**config.mk**
```make
export PLATFORM = sky130hd
export DESIGN_NAME = bus_arbiter_rr
export DESIGN_NICKNAME = d
export VERILOG_FILES = /design/src/rtl/bus_arbiter_rr.sv
export SDC_FILE = /design/constraint.sdc
export NUM_CORES = 1
export LEC_CHECK = 0
export CORE_MARGIN = 2
export CORE_UTILIZATION = 35
export CTS_CLUSTER_DIAMETER = 120
export DETAILED_ROUTE_END_ITERATION = 7
export PLACE_DENSITY_LB_ADDON = 0.08
export SLEW_MARGIN = 10
export SYNTH_ARGS = -nofsm -noshare
export SYNTH_HDL_FRONTEND = slang
export SYNTH_SLANG_ARGS = --single-unit
```
**constraint.sdc**
```tcl
create_clock -name clk -period 2.9 [get_ports clk]
set_input_delay 0.87 -clock clk [delete_from_list [all_inputs] [get_ports clk]]
set_output_delay 0.87 -clock clk [all_outputs]
set_load 0.01 [all_outputs]
```
**src/rtl/bus_arbiter_rr.sv**
```systemverilog
// Round-robin bus arbiter with active-low request/grant handshaking.
// Bounded grant tenure stops one master from starving the others, and the
// owner's lock bit suspends tenure preemption. Ownership parks with the last
// owner when nobody requests.
module bus_arbiter_rr #(
   parameter  int NUM_MASTERS = 4,
   parameter  int MAX_TENURE  = 16,
   localparam int OWNER_W     = $clog2(NUM_MASTERS),
   localparam int CNT_W       = ($clog2(MAX_TENURE) > 1) ? $clog2(MAX_TENURE) : 1
) (
   input  logic                   clk,
   input  logic                   reset,
   input  logic [NUM_MASTERS-1:0] req_,
   input  logic [NUM_MASTERS-1:0] lock_,
   output logic [NUM_MASTERS-1:0] grnt_,
   output logic [OWNER_W-1:0]     owner,
   output logic                   handover
);

   // Last tenure count value before the owner becomes preemptible.
   localparam logic [CNT_W-1:0] CNT_LAST = CNT_W'((MAX_TENURE == 0) ? 0 : MAX_TENURE - 1);

   typedef enum logic [2:0] {
      ACT_KEEP,
      ACT_PREEMPT,
      ACT_RELEASE,
      ACT_IDLE,
      ACT_RECOVER
   } act_t;

   act_t               act;
   logic [CNT_W-1:0]   cnt;
   logic [CNT_W-1:0]   cnt_d;
   logic [OWNER_W-1:0] owner_d;
   logic [OWNER_W-1:0] next_owner;
   logic               handover_d;
   logic               owner_valid;
   logic               own_req;
   logic               locked;
   logic               others;
   logic               expire;
   logic               found;

   // Decode the one-cold grant straight from the owner register.
   always_comb begin
      grnt_ = '1;
      for (int unsigned i = 0; i < NUM_MASTERS; i++) begin
         if (owner == OWNER_W'(i)) begin
            grnt_[i] = 1'b0;
         end
      end
   end

   // Owner's own request/lock, competing requests and tenure expiry.
   always_comb begin
      owner_valid = 1'b0;
      own_req     = 1'b0;
      locked      = 1'b0;
      others      = 1'b0;
      for (int unsigned i = 0; i < NUM_MASTERS; i++) begin
         if (owner == OWNER_W'(i)) begin
            owner_valid = 1'b1;
            own_req     = ~req_[i];
            locked      = ~lock_[i];
         end else if (!req_[i]) begin
            others = 1'b1;
         end
      end
      expire = (MAX_TENURE != 0) && (cnt == CNT_LAST);
   end

   // Rotating search from owner+1; modulo wrap keeps non-power-of-two counts correct.
   always_comb begin
      logic [OWNER_W-1:0] idx;
      int unsigned        own_i;
      found      = 1'b0;
      next_owner = owner;
      idx        = '0;
      own_i      = 32'(owner);
      for (int unsigned i = 1; i < NUM_MASTERS; i++) begin
         idx = OWNER_W'((own_i + i) % NUM_MASTERS);
         if (!found && !req_[idx]) begin
            found      = 1'b1;
            next_owner = idx;
         end
      end
   end

   // Select the arbitration action by priority and form the next state.
   always_comb begin
      owner_d    = owner;
      cnt_d      = cnt;
      handover_d = 1'b0;
      if (!owner_valid) begin
         act = ACT_RECOVER;
      end else if (own_req && (!expire || locked || !others)) begin
         act = ACT_KEEP;
      end else if (own_req) begin
         act = ACT_PREEMPT;
      end else if (others) begin
         act = ACT_RELEASE;
      end else begin
         act = ACT_IDLE;
      end

      case (act)
         ACT_KEEP: begin
            cnt_d = expire ? cnt : cnt + CNT_W'(1);
         end
         ACT_PREEMPT, ACT_RELEASE: begin
            owner_d    = next_owner;
            cnt_d      = '0;
            handover_d = 1'b1;
         end
         ACT_IDLE: begin
            cnt_d = '0;
         end
         ACT_RECOVER: begin
            owner_d    = '0;
            cnt_d      = '0;
            handover_d = 1'b1;
         end
         default: begin
            owner_d = '0;
            cnt_d   = '0;
         end
      endcase
   end

   // State register; synchronous reset returns to master 0 with a fresh tenure.
   always_ff @(posedge clk) begin
      if (reset) begin
         owner    <= '0;
         cnt      <= '0;
         handover <= 1'b0;
      end else begin
         owner    <= owner_d;
         cnt      <= cnt_d;
         handover <= handover_d;
      end
   end

endmodule

```
[Word-level counts from Yosys, hierarchy flattened]
Index checks and enable logic that the tools add are counted.
Word-level totals
  flip-flop bits (word level): 7
  logic and storage cells: 87
  output and inout port bits: 7
Cells by class
  bitwise operators: 10
  add/subtract/negate cells: 4
  reduce and logical (&&, ||, !) cells: 17
  muxes and demuxes: 41
  order comparisons: 3
  equality and inequality tests: 9
Operator list (count)
  1-bit two-way mux: 31
  2-bit two-way mux: 5
  1-bit inverter: 10
  2-bit by 3-bit < comparator with 1-bit output, second input constant: 3
  1-bit binary-select mux with 2-bit select: 3
  3-bit by 2-bit == test with 1-bit output, second input constant: 2
  2-bit OR reduction: 3
  1-bit zero test: 5
  2-bit adder, second input constant: 2
  4-bit by 1-bit adder with 4-bit output, second input constant: 1
  2-bit == test, second input constant: 2
  4-bit == test, second input constant: 1
  4-bit inequality test, second input constant: 1
  2-bit one-hot mux with 2 select lines: 1
  3-bit by 1-bit == test with 1-bit output, second input constant: 1
  3-bit == test, second input constant: 1
  1-bit logical AND: 3
  3-bit zero test: 1
  3-bit two-way mux: 1
  3-bit OR reduction: 1
  2-bit by 1-bit adder with 2-bit output, second input constant: 1
  2-bit by 1-bit == test with 1-bit output, second input constant: 1
  2-bit zero test: 1
  1-bit logical OR: 2
  2-bit AND reduction: 1

[Depth between registers and ports, before layout]
Gate-level depths: netlist of run 1.
  word-level depth: 17
  gate-level depth with buffers: 8

[Least setup slack after synthesis of run 1]
No wires, ideal clock.
  kind: reg-to-reg
  from: register owner[0]
  to: register owner[0]
  setup time: 0.072 ns
  stages on the path, launching flop included: 9
  slack: 0.769 ns
  data arrival time: 2.059 ns
  period minus slack after synthesis: 2.131 ns
  data required time: 2.828 ns
  path through: dfxtp_1 buf_2 inv_1 ha_1 inv_1 o311ai_1 a2111o_1 a211oi_2 mux2i_1
Between the ends
  cells in the longest elaborated chain, start to end: 17
Ends and longest elaborated chain
  from (decl): line 16  | output logic [OWNER_W-1:0] owner,
  from (signal assigned): line 137  | owner <= owner_d;
  2-bit zero test: line 61  | if (owner == OWNER_W'(i)) begin
  1-bit two-way mux: line 61
  1-bit two-way mux: line 65  | end else if (!req_[i]) begin
  1-bit two-way mux: line 61
  1-bit two-way mux: line 65
  1-bit two-way mux: line 61
  1-bit two-way mux: line 65
  1-bit two-way mux: line 61
  1-bit zero test: line 96  | end else if (own_req && (!expire || locked || !others)) begin
  1-bit logical OR: line 96
  1-bit logical AND: line 96
  2-bit two-way mux: line 96
  3-bit two-way mux: line 94  | if (!owner_valid) begin
  3-bit by 1-bit == test with 1-bit output (tied with other cells): line 106  | case (act)
  2-bit OR reduction, on equally long branches
  4-bit inequality test (no source line) / 1-bit inverter (equally long branches)
  2-bit AND reduction (no source line)
Several ways; a longest one is shown, not always the timed one. The select of a mux whose other input is x is not followed.
A chain may end at the register's enable or synchronous reset.

[Worst setup path in the final report of run 1]
  from: register owner[1]
  to: output grnt_[1]
Between the ends
  cells in the longest elaborated chain, start to end: 2
Ends and longest elaborated chain
  2-bit by 1-bit == test with 1-bit output: line 48  | if (owner == OWNER_W'(i)) begin
  1-bit two-way mux: line 48
  to (decl): line 15  | output logic [NUM_MASTERS-1:0] grnt_,
No other way between the ends.

==> results of run 1 <==
## layout by cell type (no fill, tap or decap), drive strengths merged, types with 2 or more instances in the layout
cell type and n:
mux2i 3, ha 6, a31oi 2, inv 7, o21ai 3, o22ai 3
nand2b 2, nor3b 2, nand4 3, mux4 2, nor2 7, nor2b 2
dfxtp 7, buf 2, nor3 2, a21oi 5, nand3 7, clkbuf 4
nand2 8, clkdlybuf4s50 16
## registers in the layout, indices dropped and copies added (netlist names)
name / count
cnt: 4
handover: 1
owner: 2
## layer usage
metal,up-vias,part of all wire,track usage
li1,340,-,-
met4,0,0,0
met1,301,0.52,0.188
met2,14,0.42,0.203
met3,0,0.058,0.0556
met5,-,0,0
## power by group through the flow
stage | Clock, mW | Combinational [mW] | Sequential, mW
3_5_place_dp | 0 | 0.524 | 0.161
5_1_grt | 0.0965 | 0.581 | 0.165
6_report | 0.0864 | 0.522 | 0.158
2_1_floorplan | 0 | 0.362 | 0.163
3_3_place_gp | 0 | 0.522 | 0.162
4_1_cts | 0.0919 | 0.526 | 0.159
## cell type report
cell class,instances,area (um2),area share
inverter,7,26.3,0.0295
clock buffer,4,26.3,0.0295
timing repair buffer,18,175,0.197
sequential,7,140,0.158
tap,25,31.3,0.0352
multi-input combinational,65,490,0.551
## logic make-up after synthesis
group | share of synthesized area
muxes | 0.126
xor gates and xnor gates | 0.0128
DFF | 0.205
adders and majority gates | 0.110
and+or+nand+nor | 0.241
buffers and inverters | 0.0786
AOI/OAI and AO/OA | 0.227
## critical path, cell delays in order (launching register included)
cell and delay [ps]:
dfxtp_1 510, inv_1 150, ha_1 310, inv_1 80, clkdlybuf4s50_1 520
## through the flow
stage               hold WS (ps)  cell area [um2]  total power, mW  setup slack (ps)
floorplan                    495              684            0.525               769
global placement             506              863            0.684               256
detailed placement           524              863            0.685               199
CTS                          539              890            0.777               175
global route                 566              890            0.843              45.3
finish                       530              890            0.767               201
## worst min path at each step
stage          startpoint      to  cells after the start
4_1_cts            cnt[3]  cnt[2]                      2
3_5_place_dp       cnt[3]  cnt[2]                      2
2_1_floorplan      cnt[3]  cnt[2]                      2
6_report           cnt[3]  cnt[2]                      2
5_1_grt            cnt[3]  cnt[2]                      2
3_3_place_gp       cnt[3]  cnt[2]                      2
==> metrics.yaml, run 1 <==
final_layout:
  synthToLayoutAreaGrowth_pct: 30.0
  drive_gt1_frac: 0.119
  n_antenna_cell: 0
  nets: 118
  n_fill_cell: 184
  stdcell_count: 126
  final_core_util: 0.499
synth:
  yosys_warnings: 0
  syn_avg_cell_area_um2: 8.35
  ys_ff_latch: 7
  synth_edf_count: 0
  synth_top_cell_by_area: "dfxtp_1"
  synth_cells: 82
  synth_common_cells: "nand2_1 (8), dfxtp_1 (7), inv_1 (7), nand3_1 (7), nor2_1 (7)"
  async_reset_ff_frac: 0
  syn-num-nets: 98
  yosysSeqAreaShare: 0.205
  synthDominantCellAreaShare: 0.205
  synth_area_leaders: "dfxtp_1 (20%), ha_1 (11%), mux4_2 (6.6%)"
  syn_area_um2: 684
  synthFlopType: "dfxtp_1"
  yosys.cell_count.top_type: "nand2_1"
  ys_types: 29
cts:
  clkTransAtPathRegs_ps: 50
  ctsHtreeMaxLevel: 1
  clockBufferDepth: 2
  clock_tree.root_cell: "clkbuf_4"
  clkSinkCount: 7
  cts_tree: "yes"
  cts.repair.resized: 0
  clock_latency_ps: 250
  cts_hold_buffers: 0
  post_cts_buffers: 0
  numCtsBuffers: 3
placement:
  placed_cells: 122
  port_buffers: 16
  gp_congestion: 0.790
  dp_hpwl_um: 1110
critical_path:
  r2r_end: "owner[0]"
  cp-start-kind: "flip-flop"
  crit_start: "owner[1]"
  critical_path_class: "flip-flop to primary output"
  required_ps: 2030
  reg2reg_slack_ps: 650
  cp-endpoint: "grnt_[1]"
  cp.arrival_ps: 1830
  critPathCaptureType: "primary output"
  r2r_start: "owner[1]"
  crit_fanout: 10
  r2r_cells: 7
routing:
  drtIter0Drc: 8
  antenna_left: 0
  firstDrtPassIters: 4
  drc: 0
  wl_per_cell_um: 11.3
  avgViaCountPerCell: 5.20
  routed-via-count: 655
  totalWireLength_um: 1430
timing:
  tns_ps: 0
  fin_crit_sh: 0.931
  period_minus_slack_ps: 2700
  clock.fmax_mhz: 371
  fin_skew_ps: 1.37
  hold_violations: 0
  max_slew_margin: 0.753
  rsz0062_at_grt: "no"
  worstMarginPinSlew_ps: 370
  drv_slew: 0
  setup_viol: 0
floorplan:
  start_util: 0.384
  core_area_mm2: 0.00178
  fp-row-count: 15
  die_w_um: 48.2
  die_h_um: 48.2
  io_pins: 17
  floorplan.die_area_mm2: 0.00233
global_routing:
  antenna_found_initial: 0
  globalRoute.totalOverflow: 0
  first_global_vias: 538
  grt_use_total: 0.133
  grt_max_degree: 11
  grt_pass1_wl_um: 2200
power:
  p_sw_mw: 0.318
  clockPowerShare: 0.113
  p_leak_nw: 0.339
  cellPowerDensity_mw_per_mm2: 862
  p_int_mw: 0.448
  power.share.combinational: 0.681
  switching_share: 0.415
  p_seq_frac: 0.207
  vdd_drop_max_mv: 0.376
status:
  status: "finished, final reports clean"
hold_path:
  hold_path.class: "flip-flop to flip-flop"
run:
  maxCapViolations: 0
No activity file was read; power rests on OpenSTA's default activity.
==> inputs of run 2 (changes only) <==
Settings changed: CORE_UTILIZATION 35 to 47.
==> run 2 against run 1 <==
Clock power up 2%. Utilization up 17 points. Hold slack better by 12 ps. Sequential share of layout area about the same. Clock skew down 1.2 ps. Via count up 0.61%. Routed wire length up 3.9%. Non-clock buffer count up 2. First-iteration DRC count up 38%. Combinational power up 4%. Setup slack better by 120 ps. Cell count down 6.3%. Critical endpoint unchanged. Largest cell class unchanged.
==> metrics.yaml, run 2 (same netlist as run 1, synthesis figures left out) <==
global_routing:
  globalRoute.totalOverflow: 0
  grt_use_total: 0.183
  grt_max_degree: 11
  grt_pass1_wl_um: 2490
  antenna_found_initial: 0
  first_global_vias: 558
cts:
  clock_tree.root_cell: "clkbuf_4"
  cts_tree: "yes"
  clkSinkCount: 7
  cts_hold_buffers: 0
  cts.repair.resized: 0
  ctsHtreeMaxLevel: 1
  clkTransAtPathRegs_ps: 50
  clock_latency_ps: 250
  numCtsBuffers: 3
  post_cts_buffers: 0
  clockBufferDepth: 2
timing:
  clock.fmax_mhz: 387
  tns_ps: 0
  fin_skew_ps: 0.192
  worstMarginPinSlew_ps: 394
  rsz0062_at_grt: "no"
  hold_violations: 0
  setup_viol: 0
  hold_slack_ps: 542
  period_minus_slack_ps: 2580
  fin_crit_sh: 0.890
  max_slew_margin: 0.737
  drv_slew: 0
placement:
  gp_congestion: 0.792
  dp_hpwl_um: 1150
  port_buffers: 16
routing:
  drtIter0Drc: 11
  antenna_left: 0
  wl_per_cell_um: 12.6
  drc: 0
  avgViaCountPerCell: 5.58
  totalWireLength_um: 1480
  firstDrtPassIters: 4
  routed-via-count: 659
critical_path:
  reg2reg_slack_ps: 770
  crit_start: "owner[1]"
  crit_buf_inv: 3
  crit_fanout: 6
  slowest_delay_ps: 520
  r2r_start: "owner[1]"
  critPathTopFamily: "buffers and inverters"
  critPathCaptureType: "primary output"
  cp.arrival_ps: 1710
  cp-start-kind: "flip-flop"
  required_ps: 2030
  path_cells: "inv_1 > ha_1 > inv_1 > clkdlybuf4s50_1"
  critical_path_class: "flip-flop to primary output"
  worst_path_most_repeated_cell: "inv_1"
  crit_path_top_delay_cell: "clkdlybuf4s50_1"
power:
  p_leak_nw: 0.349
  cellPowerDensity_mw_per_mm2: 880
  vdd_drop_max_mv: 0.436
final_layout:
  largest_reg_flops: 4
  biggestRegsByFlops: "cnt x4, owner x2, handover x1"
  final_common_cell: "clkdlybuf4s50_1"
  regMostFlops: "cnt"
  drive_gt1_frac: 0.136
  n_antenna_cell: 0
  final_cell_mix: "clkdlybuf4s50_1 (16), nand2_1 (8)"
  synthToLayoutAreaGrowth_pct: 30.3
  nets: 120
hold_path:
  hp-start: "cnt[2]"
  hold_path.class: "flip-flop to flip-flop"
floorplan:
  die_h_um: 42.2
  floorplan.die_area_mm2: 0.00178
  fp-row-count: 13
  die_w_um: 42.2
  start_util: 0.513
  io_pins: 17
  core_area_mm2: 0.00133
run:
  maxCapViolations: 0
status:
  status: "finished, final reports clean"
-- run 2: cell types whose count changed in the layout (fill, tap and decap cells not counted), sizes merged --
cell	before	now
buf	2	4
-- run 2: power breakdown --
group          total [mW]  internal (mW)  switching [mW]
logic               0.541          0.282           0.259
registers           0.156          0.124          0.0314
clock network      0.0884         0.0525          0.0359
total               0.785          0.459           0.327
-- run 2: path summary, 6_finish.rpt --
| path | end | cells past startpoint |
|---|---|---|
| setup reg to reg | owner[0] | 7 |
| hold reg to reg | cnt[2] | 2 |
| setup / recovery | grnt_[1] | 4 |
| hold / removal | cnt[2] | 2 |
-- run 2: cell type report --
cell class / count / area (um2)
Clock buffer: 4 / 26.3
Fill cell: 108 / 442
Inverter: 7 / 26.3
Multi-Input combinational cell: 65 / 490
Sequential cell: 7 / 140
Tap cell: 15 / 18.8
Timing Repair Buffer: 20 / 190
-- run 2: worst register-to-register path, stage by stage (launching register included) --
cell and delay, ps:
dfxtp_1 440, inv_1 120, ha_1 290, o22ai_1 240, nor2_1 70, a2111o_1 470
a211oi_2 230, mux2i_1 200
-- run 2: layer usage --
metal,track usage,vias to the layer above,share of wire
met4,0.0563,0,0.0081
met3,0.0819,3,0.065
li1,-,341,-
met2,0.246,19,0.42
met1,0.258,296,0.51
met5,0,-,0
-- run 2: metrics by stage --
step / utilization / setup WS, ps / cell area (um2) / total power [mW] / cells
2_1_floorplan: - / 769 / 684 / 0.525 / 82
3_3_place_gp: 0.649 / 252 / 866 / 0.692 / 114
3_5_place_dp: 0.649 / 195 / 866 / 0.699 / 114
4_1_cts: 0.669 / 322 / 892 / 0.790 / 118
5_1_grt: 0.669 / 216 / 892 / 0.857 / 118
6_report: 0.669 / 319 / 892 / 0.785 / 118
==> inputs of run 3 (changes only) <==
Settings changed: TNS_END_PERCENT set to 100.
==> results of run 3 <==
Same layout as run 2: the final DEF is identical, and so are final timing and power.
